==> src/rtl/prime_pkg.sv <==
// Shared constants, state encoding and the prime predicate for the prime scanner.
// Latency: n/a (elaboration-time constants and functions only).
// Backpressure: n/a.
package prime_pkg;

    localparam int DEF_WIDTH = 4;
    localparam int MAX_WIDTH = 8;

    // Expected detector response for WIDTH=4, bit n set when n is prime.
    localparam logic [15:0] PRIME_MASK_W4 = 16'h28AC;

    typedef enum logic {
        IDLE = 1'b0,
        SCAN = 1'b1
    } scan_state_t;

    // Trial division; any composite below 256 has a factor no larger than 15,
    // so a fixed loop bound keeps this usable as a constant function.
    function automatic logic is_prime(input int n);
        logic p;
        p = (n >= 2);
        for (int d = 2; d < 16; d++) begin
            if ((d < n) && ((n % d) == 0)) begin
                p = 1'b0;
            end
        end
        return p;
    endfunction

    // Full 8-bit prime table; callers slice off the low 2^WIDTH entries.
    function automatic logic [255:0] prime_mask();
        logic [255:0] m;
        m = '0;
        for (int n = 0; n < 256; n++) begin
            m[n] = is_prime(n);
        end
        return m;
    endfunction

endpackage

==> src/rtl/prime_ref_lut.sv <==
// Expected prime flag for a WIDTH-bit code, table built at elaboration.
// Latency: combinational.
// Backpressure: none.
module prime_ref_lut
    import prime_pkg::*;
#(
    parameter int WIDTH = DEF_WIDTH
) (
    input  logic [WIDTH-1:0] code,
    output logic             prime
);

    localparam logic [255:0]          FULL_MASK = prime_mask();
    localparam logic [2**WIDTH-1:0]   MASK      = FULL_MASK[2**WIDTH-1:0];

    assign prime = MASK[code];

endmodule

==> src/rtl/prime_scanner.sv <==
// Exhaustive on-chip sweep of the prime detector with first-mismatch capture.
// Latency: 2^WIDTH*DWELL cycles from accepted start to done.
// Backpressure: start is ignored while busy; results hold until the next accept.
module prime_scanner
    import prime_pkg::*;
#(
    parameter int WIDTH = DEF_WIDTH,
    parameter int DWELL = 1
) (
    input  logic             clk,
    input  logic             rst_n,
    input  logic             start,
    input  logic             dut_salida,
    output logic [WIDTH-1:0] dut_inputs,
    output logic             busy,
    output logic             done,
    output logic [WIDTH:0]   prime_count,
    output logic             error,
    output logic [WIDTH-1:0] err_value
);

    // A one-bit counter is kept even for DWELL=1; it then simply stays at 0.
    localparam int               CW        = (DWELL > 1) ? $clog2(DWELL) : 1;
    localparam logic [CW-1:0]    CNT_LAST  = CW'(DWELL - 1);
    localparam logic [WIDTH-1:0] CODE_LAST = '1;

    scan_state_t      state, state_nxt;
    logic [CW-1:0]    cnt, cnt_nxt;
    logic [WIDTH-1:0] code_nxt;
    logic             done_nxt;
    logic [WIDTH:0]   count_nxt;
    logic             error_nxt;
    logic [WIDTH-1:0] err_value_nxt;
    logic             expected;
    logic             mismatch;

    prime_ref_lut #(
        .WIDTH (WIDTH)
    ) u_ref (
        .code  (dut_inputs),
        .prime (expected)
    );

    assign mismatch = (dut_salida != expected);
    assign busy     = (state == SCAN);

    // State register.
    always_ff @(posedge clk or negedge rst_n) begin
        if (!rst_n) begin
            state <= IDLE;
        end else begin
            state <= state_nxt;
        end
    end

    // Next state plus next values of the sweep counters and result registers.
    always_comb begin
        state_nxt     = state;
        cnt_nxt       = cnt;
        code_nxt      = dut_inputs;
        done_nxt      = done;
        count_nxt     = prime_count;
        error_nxt     = error;
        err_value_nxt = err_value;
        case (state)
            IDLE: begin
                if (start) begin
                    state_nxt     = SCAN;
                    cnt_nxt       = '0;
                    code_nxt      = '0;
                    done_nxt      = 1'b0;
                    count_nxt     = '0;
                    error_nxt     = 1'b0;
                    err_value_nxt = '0;
                end
            end
            SCAN: begin
                if (cnt == CNT_LAST) begin
                    // Sample edge: the detector has had the whole dwell to settle.
                    if (dut_salida) begin
                        count_nxt = prime_count + 1'b1;
                    end
                    // Only the first mismatch of a sweep is recorded.
                    if (mismatch && !error) begin
                        error_nxt     = 1'b1;
                        err_value_nxt = dut_inputs;
                    end
                    cnt_nxt = '0;
                    if (dut_inputs == CODE_LAST) begin
                        state_nxt = IDLE;
                        done_nxt  = 1'b1;
                        code_nxt  = '0;
                    end else begin
                        code_nxt = dut_inputs + 1'b1;
                    end
                end else begin
                    cnt_nxt = cnt + 1'b1;
                end
            end
            default: begin
                state_nxt = IDLE;
            end
        endcase
    end

    // Datapath registers: drive code, dwell counter and sweep results.
    always_ff @(posedge clk or negedge rst_n) begin
        if (!rst_n) begin
            cnt         <= '0;
            dut_inputs  <= '0;
            done        <= 1'b0;
            prime_count <= '0;
            error       <= 1'b0;
            err_value   <= '0;
        end else begin
            cnt         <= cnt_nxt;
            dut_inputs  <= code_nxt;
            done        <= done_nxt;
            prime_count <= count_nxt;
            error       <= error_nxt;
            err_value   <= err_value_nxt;
        end
    end

endmodule

==> config.mk <==
export PLATFORM = sky130hd
export DESIGN_NAME = prime_scanner
export DESIGN_NICKNAME = d
export VERILOG_FILES = /design/src/rtl/prime_pkg.sv /design/src/rtl/prime_ref_lut.sv /design/src/rtl/prime_scanner.sv
export SDC_FILE = /design/constraint.sdc
export NUM_CORES = 1
export LEC_CHECK = 0
export BUFFER_PORTS_ARGS = -buffer_cell sky130_fd_sc_hd__clkbuf_2
export CAP_MARGIN = 20
export CORE_MARGIN = 1
export CORE_UTILIZATION = 40
export CTS_BUF_LIST = sky130_fd_sc_hd__clkbuf_4 sky130_fd_sc_hd__clkbuf_8 sky130_fd_sc_hd__clkbuf_16
export CTS_CLUSTER_SIZE = 14
export DETAILED_ROUTE_END_ITERATION = 6
export SYNTH_ARGS = -nofsm -noshare
export SYNTH_HDL_FRONTEND = slang
export SYNTH_SLANG_ARGS = --single-unit
export TNS_END_PERCENT = 50
==> constraint.sdc <==
create_clock -name clk -period 5.7 [get_ports clk]
set_input_delay 1.14 -clock clk [delete_from_list [all_inputs] [get_ports clk]]
set_output_delay 1.14 -clock clk [all_outputs]
set_load 0.01 [all_outputs]
==> results.json, run 1 <==
{
  "diodes": 0,
  "dp.cells": 127,
  "rrSetupSlack_ns": 3.73,
  "cp.required_ns": 4.56,
  "max_freq_ghz": 0.442,
  "vias": 649,
  "grt_max_degree": 17,
  "dieArea_sq_mm": 0.00230,
  "ys_seq_area_share_pct": 47.4,
  "slew_viol_final": 0,
  "rsz0062_at_grt": "no",
  "powerDensity_mw_per_mm2": 532,
  "clock-sinks": 16,
  "synth_edf_count": 0,
  "final_nets": 112,
  "end_kind": "primary output",
  "synth_cell_types": 23,
  "insertion_delay_ns": 0.28,
  "fp.dieH_microns": 48.0,
  "fin_cells": 131,
  "status": "finished, final reports clean",
  "cp_max_fo": 16,
  "final-setup-viol-count": 0,
  "numCtsBuffers": 3,
  "drt-wirelength-per-cell_microns": 11.8,
  "synth_cells": 86,
  "cts_hold_buf": 0,
  "grtUsageTotal_pct": 16.3,
  "initial_utilization_pct": 42.6,
  "min_period_over_period_pct": 39.7,
  "cts_root_buf": "clkbuf_4",
  "synth_area_leaders": "dfrtp_1 (47%), o21ai_0 (5.9%), nand3_1 (5.3%), mux2i_1 (4.7%), ha_1 (4.4%)",
  "die_w_microns": 48.0,
  "switchingPower_mw": 0.215,
  "holdWs_ns": 0.510,
  "viasPerCell": 4.95,
  "cp-start-kind": "flip-flop",
  "p_clk_share_pct": 14.6,
  "antenna_found_initial": 0,
  "swShare_pct": 41.3,
  "worst_pin_slew_ns": 0.440,
  "p_int_mw": 0.305,
  "cts_buffer_depth": 2,
  "crit_chain": "clkbuf_2",
  "hold_viol": 0,
  "netlist_top_cells_count": "dfrtp_1 (16), o21ai_0 (10), nand3_1 (9), nand2_1 (8), inv_1 (7)",
  "port_buffers": 19,
  "max-slew-margin-rel_pct": 70.7,
  "cts-resized-gates": 0,
  "cp_slowest_cell": "dfrtp_1",
  "tns_ns": 0,
  "drt-total-wl_microns": 1540,
  "syn_area_sq_um": 845,
  "syn_nets": 93,
  "p_leak_nw": 0.489,
  "pwr-share-seq_pct": 42.3,
  "worstHoldPathType": "reg2reg",
  "synthArstFlopShare_pct": 100,
  "rows": 16,
  "p_comb_share_pct": 43.1,
  "drcViolationCount": 0,
  "grt_pass1_wl_microns": 2550,
  "synth_top_area_share_pct": 47.4,
  "drive_gt1_share_pct": 26.0,
  "coreArea_sq_mm": 0.00198,
  "grt_pass1_vias": 579,
  "first_pass_iters": 4,
  "crit_buf_inv": 1,
  "overflow": 0,
  "cts_tree": "done",
  "yosysWarnings": 0,
  "routabilityCongestion": 0.748,
  "worstPathArrival_ns": 1.12,
  "synth_area_leader_cell": "dfrtp_1",
  "finalCriticalPeriod_ns": 2.26,
  "path_class": "reg2out",
  "drtAntennaViolNets": 0,
  "post-cts-setup-buffers": 0,
  "syn_avg_cell_area_sq_um": 9.82,
  "drtIter0Drc": 6,
  "dpl.hpwl_microns": 1110,
  "critical_path.top_delay_family": "flip-flops",
  "syn_to_final_growth_pct": 15.6,
  "synth_ff_type": "dfrtp_1",
  "synth_seq_cells": 16,
  "cts_htree_levels": 1,
  "nFillCells": 206,
  "design.portCount": 20,
  "synth.most_common_cell": "dfrtp_1",
  "cap_violations": 0,
  "irDropWorstVdd_v": 0.000311,
  "crit_path_max_incr_delay_ns": 0.63,
  "fin_skew_ns": 0.00306,
  "clkTransAtPathRegs_ns": 0.10
}
-- final timing paths --
check | start | end | cells past startpoint
max reg2reg | dut_inputs[0]$_DFFE_PN0P_ | err_value[1]$_DFFE_PN0P_ | 5
min reg2reg | prime_count[4]$_DFFE_PN0P_ | prime_count[4]$_DFFE_PN0P_ | 1
min in group asynchronous | rst_n | prime_count[4]$_DFFE_PN0P_ | 1
max in group asynchronous | rst_n | dut_inputs[1]$_DFFE_PN0P_ | 1
max | busy$_DFF_PN0_ | busy | 1
min | prime_count[4]$_DFFE_PN0P_ | prime_count[4]$_DFFE_PN0P_ | 1
-- layer usage --
| layer | part of all wire [%] | wire [microns] | GRT usage [%] |
|---|---|---|---|
| met4 | 0.84 | 13 | 6.67 |
| met2 | 42 | 641 | 23.0 |
| met3 | 3.9 | 60 | 4.53 |
| met1 | 54 | 824 | 23.5 |
| met5 | 0 | 0 | 0 |
-- cell usage in the layout, fill, tap and decap left out, types with 2 or more instances in the layout --
| master | instances |
|---|---|
| a21oi_1 | 6 |
| xor2_1 | 2 |
| nor2_1 | 2 |
| inv_1 | 7 |
| dfrtp_1 | 16 |
| clkbuf_4 | 3 |
| nand3_1 | 9 |
| ha_1 | 3 |
| a22o_2 | 2 |
| nand2_1 | 8 |
| nand2b_1 | 2 |
| mux2i_1 | 4 |
| o21ai_0 | 10 |
| clkbuf_2 | 19 |
| and3_1 | 2 |
-- logic make-up after synthesis --
group           after synthesis  synth area share [%]
compound gates               23                  16.9
buf+inv                      12                  7.11
xor+xnor                      3                  3.11
simple gates                 24                  13.6
fa+ha+maj                     3                  4.44
flops                        16                  47.4
mux                           5                  7.41
-- sequential cells by signal, summed over array words and instances, names as in the netlist --
signal       count
error            1
err_value        4
prime_count      5
done             1
dut_inputs       4
busy             1
-- stage by stage --
stage,power (mW),setup WS [ns],cell area (sq um),util (%)
floorplan,0.381,3.69,845,-
global route,0.568,3.37,976,49.2
detailed placement,0.448,3.40,940,47.4
global placement,0.445,3.46,940,47.4
finish,0.519,3.44,976,49.2
CTS,0.525,3.43,976,49.2
-- cell type report --
cell class                 count  area (sq um)  area share [%]
inverter                       7          26.3            2.69
sequential                    16           400            41.0
multi-input combinational     58           384            39.4
tap                           27          33.8            3.46
clock buffer                   4          36.3            3.72
timing repair buffer          19          95.1            9.74
-- power by group through the flow --
stage / clock, mW / sequential [mW] / combinational, mW
floorplan: 0 / 0.220 / 0.161
finish: 0.0756 / 0.220 / 0.224
global placement: 0 / 0.221 / 0.224
global route: 0.0820 / 0.231 / 0.256
detailed placement: 0 / 0.223 / 0.224
CTS: 0.0780 / 0.220 / 0.227
(Power assumes the default switching activity.)
==> run 2: changes to the inputs <==
clock period = 1.95 ns   (was 5.7 ns; I/O delays follow)
==> run 2 against run 1 <==
Total power grew to 3.1 times the previous value. First-iteration DRC count shrank 17%. Critical path depth up 5. Clock power rose to 2.9 times the previous value. Sequential power grew to 2.8 times the previous value. Via count up 9.1%. Clock-buffer cell count unchanged. Clock skew up 0.0015 ns. Flip-flop and latch count unchanged. Utilization up 2.9 points. Largest cell class unchanged. Highest routed layer unchanged.
==> results.json, run 2 (synthesized netlist as in run 1, its figures left out) <==
{
  "initial_utilization_pct": 42.6,
  "reg_top3": "prime_count: 5 flops, dut_inputs: 4 flops, err_value: 4 flops",
  "largest_register_ffs": 5,
  "design.portCount": 20,
  "nFillCells": 182,
  "fin_cells": 137,
  "cts_tree": "done",
  "final-setup-viol-count": 0,
  "drtAntennaViolNets": 0,
  "rsz0062_at_grt": "no",
  "port_buffers": 19,
  "antenna_found_initial": 0,
  "layout_common_cells": "clkbuf_2 (19), dfrtp_1 (16), o21ai_0 (10)",
  "max_freq_ghz": 0.533,
  "viasPerCell": 5.17,
  "overflow": 0,
  "regMostFlops": "prime_count",
  "grt_pass1_vias": 614,
  "tns_ns": 0,
  "cts_buffer_depth": 2,
  "final_nets": 118,
  "clock-sinks": 16,
  "numCtsBuffers": 3,
  "cp_slowest_cell": "mux4_2",
  "layout_commonest_cell": "clkbuf_2",
  "worstPathArrival_ns": 2.09,
  "diodes": 0,
  "syn_to_final_growth_pct": 22.4,
  "drt-wirelength-per-cell_microns": 12.1,
  "cp.required_ns": 2.16,
  "powerDensity_mw_per_mm2": 1570,
  "cts_htree_levels": 1,
  "rows": 16,
  "min_period_over_period_pct": 96.2,
  "cp-start-kind": "flip-flop",
  "max-slew-margin-rel_pct": 72.5,
  "coreArea_sq_mm": 0.00198,
  "slew_viol_final": 0,
  "drt-total-wl_microns": 1660,
  "worst_pin_slew_ns": 0.412,
  "fp.dieH_microns": 48.0,
  "drcViolationCount": 0,
  "dieArea_sq_mm": 0.00230,
  "drtIter0Drc": 5,
  "drive_gt1_share_pct": 32.7,
  "grt_max_degree": 17,
  "vias": 708,
  "first_pass_iters": 4,
  "insertion_delay_ns": 0.29,
  "hold_viol": 0,
  "dpl.hpwl_microns": 1240,
  "critical_path.top_delay_family": "multiplexers",
  "die_w_microns": 48.0,
  "crit_path_max_incr_delay_ns": 0.50,
  "irDropWorstVdd_v": 0.000698,
  "fin_skew_ns": 0.00453,
  "routabilityCongestion": 0.838,
  "status": "finished, final reports clean",
  "p_leak_nw": 0.517,
  "worstHoldPathType": "in2async",
  "cts_root_buf": "clkbuf_4",
  "finalCriticalPeriod_ns": 1.88,
  "dp.cells": 132,
  "grt_pass1_wl_microns": 2660,
  "clkTransAtPathRegs_ns": 0.10,
  "cap_violations": 0,
  "cp_max_fo": 6,
  "path_class": "reg2reg",
  "crit_chain": "inv_2 > ha_1 > mux4_2 > xor2_2 > and3_4 > mux2i_1",
  "postLayoutCoreUtil_pct": 52.1,
  "end_kind": "flip-flop",
  "grtUsageTotal_pct": 17.3,
  "crit_buf_inv": 1
}
## run 2: cell count changes in the layout (fill, tap and decap cells not counted)
cell,previous run,this run
xor2_1,2,1
xor2_2,0,1
and3_4,0,1
inv_1,7,6
buf_4,0,6
inv_2,0,1
and3_1,2,1
## run 2: per-stage QoR
step           power [mW]  area [sq um]  hold WS (ns)  setup slack, ns
6_report             1.62          1030        0.0126           0.0740
5_1_grt              1.77          1030        0.0305          0.00863
4_1_cts              1.61          1010        0.0175           0.0144
3_5_place_dp         1.37           977         0.339           0.0104
3_3_place_gp         1.36           977         0.339           0.0909
2_1_floorplan        1.11           845        0.0944           0.0721
## run 2: cell type report
class | instances | area, sq um | area share (%)
Sequential cell | 16 | 400 | 38.7
Clock buffer | 4 | 36.3 | 3.51
Tap cell | 27 | 33.8 | 3.27
Inverter | 7 | 26.3 | 2.54
Multi-Input combinational cell | 58 | 397 | 38.4
Timing Repair Buffer | 25 | 140 | 13.6
## run 2: routing by layer
metal | wire [microns] | up-vias | GRT usage (%)
li1 | - | 357 | -
met1 | 860 | 335 | 25.6
met2 | 725 | 14 | 23.2
met3 | 58 | 2 | 4.53
met4 | 15 | 0 | 7.78
met5 | 0 | - | 0
## run 2: final timing paths
path | endpoint | slack (ns) | startpoint | cells after the start
max in group asynchronous | dut_inputs[0]$_DFFE_PN0P_ | 1.65 | rst_n | 1
setup / recovery | err_value[2]$_DFFE_PN0P_ | 0.07 | dut_inputs[1]$_DFFE_PN0P_ | 6
min in group clk | prime_count[2]$_DFFE_PN0P_ | 0.34 | start | 2
hold / removal | err_value[3]$_DFFE_PN0P_ | 0.01 | rst_n | 1
hold reg to reg | prime_count[4]$_DFFE_PN0P_ | 0.49 | prime_count[4]$_DFFE_PN0P_ | 1
setup reg to reg | err_value[2]$_DFFE_PN0P_ | 0.07 | dut_inputs[1]$_DFFE_PN0P_ | 6
## run 2: repair_timing
item                       in CTS  in global routing
setup buffers                   0                  1
pin swaps                       0                  0
resized for setup               1                  3
hold buffers                    0                  0
setup endpoints to repair       3                  3
## run 2: where the power goes
part,leakage [nW],internal (mW),switching (mW)
clock network,0.0210,0.114,0.108
logic,0.299,0.384,0.407
registers,0.196,0.464,0.149
total,0.517,0.961,0.663
==> run 3: changes to the inputs <==
HOLD_SLACK_MARGIN = 0.15   (was unset)
==> run 3 against run 2 <==
Non-clock buffer count rose by 1. Design area rose by 0.97%. Clock skew unchanged. Fmax did not move. Sequential power about the same. Worst hold slack better by 0.33 ns. Routed wire length rose by 0.42%. Die area did not move. Clock-buffer cell count is the same. Final cell count grew 0.73%. Worst setup slack unchanged. Via count increased by 0.28%. Critical endpoint unchanged. Largest power group unchanged. Highest routed layer unchanged.
==> results.json, run 3 (synthesized netlist as in run 1, its figures left out) <==
{
  "cts_root_buf": "clkbuf_4",
  "largest_register_ffs": 5,
  "grtUsageTotal_pct": 17.3,
  "worstPathArrival_ns": 2.09,
  "dpl.hpwl_microns": 1240,
  "rsz0062_at_grt": "no",
  "cts_buffer_depth": 2,
  "pwr-share-seq_pct": 37.7,
  "port_buffers": 19,
  "powerDensity_mw_per_mm2": 1560,
  "drt-wirelength-per-cell_microns": 12.1,
  "holdWs_ns": 0.342,
  "fp.dieH_microns": 48.0,
  "final-setup-viol-count": 0,
  "numCtsBuffers": 3,
  "diodes": 0,
  "design.portCount": 20,
  "finalCriticalPeriod_ns": 1.88,
  "die_w_microns": 48.0,
  "irDropWorstVdd_v": 0.000700,
  "cp_max_fo": 6,
  "min_from": "start",
  "rows": 16,
  "slew_viol_final": 0,
  "p_leak_nw": 0.521,
  "viasPerCell": 5.14,
  "p_int_mw": 0.963,
  "r2r-start": "dut_inputs[1]$_DFFE_PN0P_",
  "hold_depth": 2,
  "worstHoldPathType": "in2reg",
  "status": "finished, final reports clean",
  "fin_skew_ns": 0.00453,
  "switchingPower_mw": 0.663,
  "crit_path_max_incr_delay_ns": 0.50,
  "fin_ws_ns": 0.0740,
  "syn_to_final_growth_pct": 23.6,
  "min_period_over_period_pct": 96.2,
  "cp-start-kind": "flip-flop",
  "max_freq_ghz": 0.533,
  "routabilityCongestion": 0.838,
  "cts_htree_levels": 1,
  "r2r_cells": 6,
  "critical_path.top_delay_family": "multiplexers",
  "dieArea_sq_mm": 0.00230,
  "grt_pass1_vias": 614,
  "cp_slowest_cell": "mux4_2",
  "swShare_pct": 40.8,
  "crit_buf_inv": 1,
  "coreArea_sq_mm": 0.00198,
  "fin_cells": 138,
  "rrSetupSlack_ns": 0.07,
  "final_area_sq_mm": 0.00104,
  "insertion_delay_ns": 0.29,
  "grt_max_degree": 17,
  "final_nets": 119,
  "cts_tree": "done",
  "drt-total-wl_microns": 1670,
  "p_comb_share_pct": 48.7,
  "cp.required_ns": 2.16,
  "p_total_mw": 1.63,
  "drtIter0Drc": 5,
  "dp.cells": 132,
  "p_clk_share_pct": 13.6,
  "end_kind": "flip-flop",
  "reg_top3": "prime_count: 5 flops, dut_inputs: 4 flops, err_value: 4 flops",
  "first_pass_iters": 4,
  "overflow": 0,
  "hold_viol": 0,
  "path_class": "reg2reg",
  "drtAntennaViolNets": 0,
  "clkTransAtPathRegs_ns": 0.10,
  "max-slew-margin-rel_pct": 72.6,
  "placed_area_sq_um": 977,
  "antenna_found_initial": 0,
  "tns_ns": 0,
  "regMostFlops": "prime_count",
  "hold_path_end": "prime_count[2]$_DFFE_PN0P_",
  "clock-sinks": 16,
  "worst_pin_slew_ns": 0.411,
  "pre_cts_slack_ns": 0.0104,
  "postLayoutCoreUtil_pct": 52.7,
  "initial_utilization_pct": 42.6,
  "vias": 710,
  "drcViolationCount": 0,
  "cap_violations": 0,
  "layout_commonest_cell": "clkbuf_2",
  "crit_chain": "inv_2 > ha_1 > mux4_2 > xor2_2 > and3_4 > mux2i_1",
  "r2r_end": "err_value[2]$_DFFE_PN0P_",
  "drive_gt1_share_pct": 32.4,
  "layout_common_cells": "clkbuf_2 (19), dfrtp_1 (16), o21ai_0 (10)",
  "grt_pass1_wl_microns": 2660
}
run 3: final cells by class:
| type | count | area (sq um) |
|---|---|---|
| Tap cell | 27 | 33.8 |
| Clock buffer | 4 | 36.3 |
| Multi-Input combinational cell | 58 | 397 |
| Fill cell | 181 | 938 |
| Sequential cell | 16 | 400 |
| Timing Repair Buffer | 26 | 150 |
| Inverter | 7 | 26.3 |
run 3: worst reg2reg max path, delay by kind of cell (launching register included):
kind                     cells  cell delay (ns)
XOR/XNOR                     1             0.16
adder cells (fa/ha/maj)      1             0.20
buffers and inverters        1             0.09
flip-flops                   1             0.45
multiplexers                 2             0.69
AND/OR/NAND/NOR              1             0.23
run 3: metal layers:
| metal | part of all wire [%] | wire, microns | global-route usage [%] | vias to the layer above |
|---|---|---|---|---|
| met5 | 0 | 0 | 0 | - |
| met4 | 0.90 | 15 | 7.78 | 0 |
| met3 | 3.5 | 59 | 4.53 | 2 |
| met2 | 44 | 727 | 23.2 | 14 |
| met1 | 52 | 865 | 25.6 | 335 |
| li1 | - | - | - | 359 |
run 3: how the worst max path moves through the flow:
stage,endpoint,slack (ns),from,depth (start not counted)
6_report,err_value[2]$_DFFE_PN0P_,0.07,dut_inputs[1]$_DFFE_PN0P_,6
5_1_grt,err_value[1]$_DFFE_PN0P_,0.009,dut_inputs[1]$_DFFE_PN0P_,6
4_1_cts,err_value[2]$_DFFE_PN0P_,0.01,dut_inputs[1]$_DFFE_PN0P_,6
3_5_place_dp,err_value[2]$_DFFE_PN0P_,0.01,dut_inputs[1]$_DFFE_PN0P_,6
3_3_place_gp,err_value[1]$_DFFE_PN0P_,0.09,dut_inputs[1]$_DFFE_PN0P_,6
2_1_floorplan,err_value[1]$_DFFE_PN0P_,0.07,dut_inputs[0]$_DFFE_PN0P_,6
run 3: repair_timing:
item / CTS / global route
gates cloned: 0 / 0
hold buffers: 1 / 0
resized for setup: 1 / 3
hold endpoints to repair: 16 / 0
endpoints found under the setup margin: 3 / 3
setup buffers: 0 / 1
run 3: power groups by stage:
stage,Sequential [mW],Clock [mW],Combinational (mW)
finish,0.612,0.222,0.792
global placement,0.610,0,0.747
global route,0.633,0.249,0.893
floorplan,0.642,0,0.471
detailed placement,0.618,0,0.755
CTS,0.610,0.232,0.765
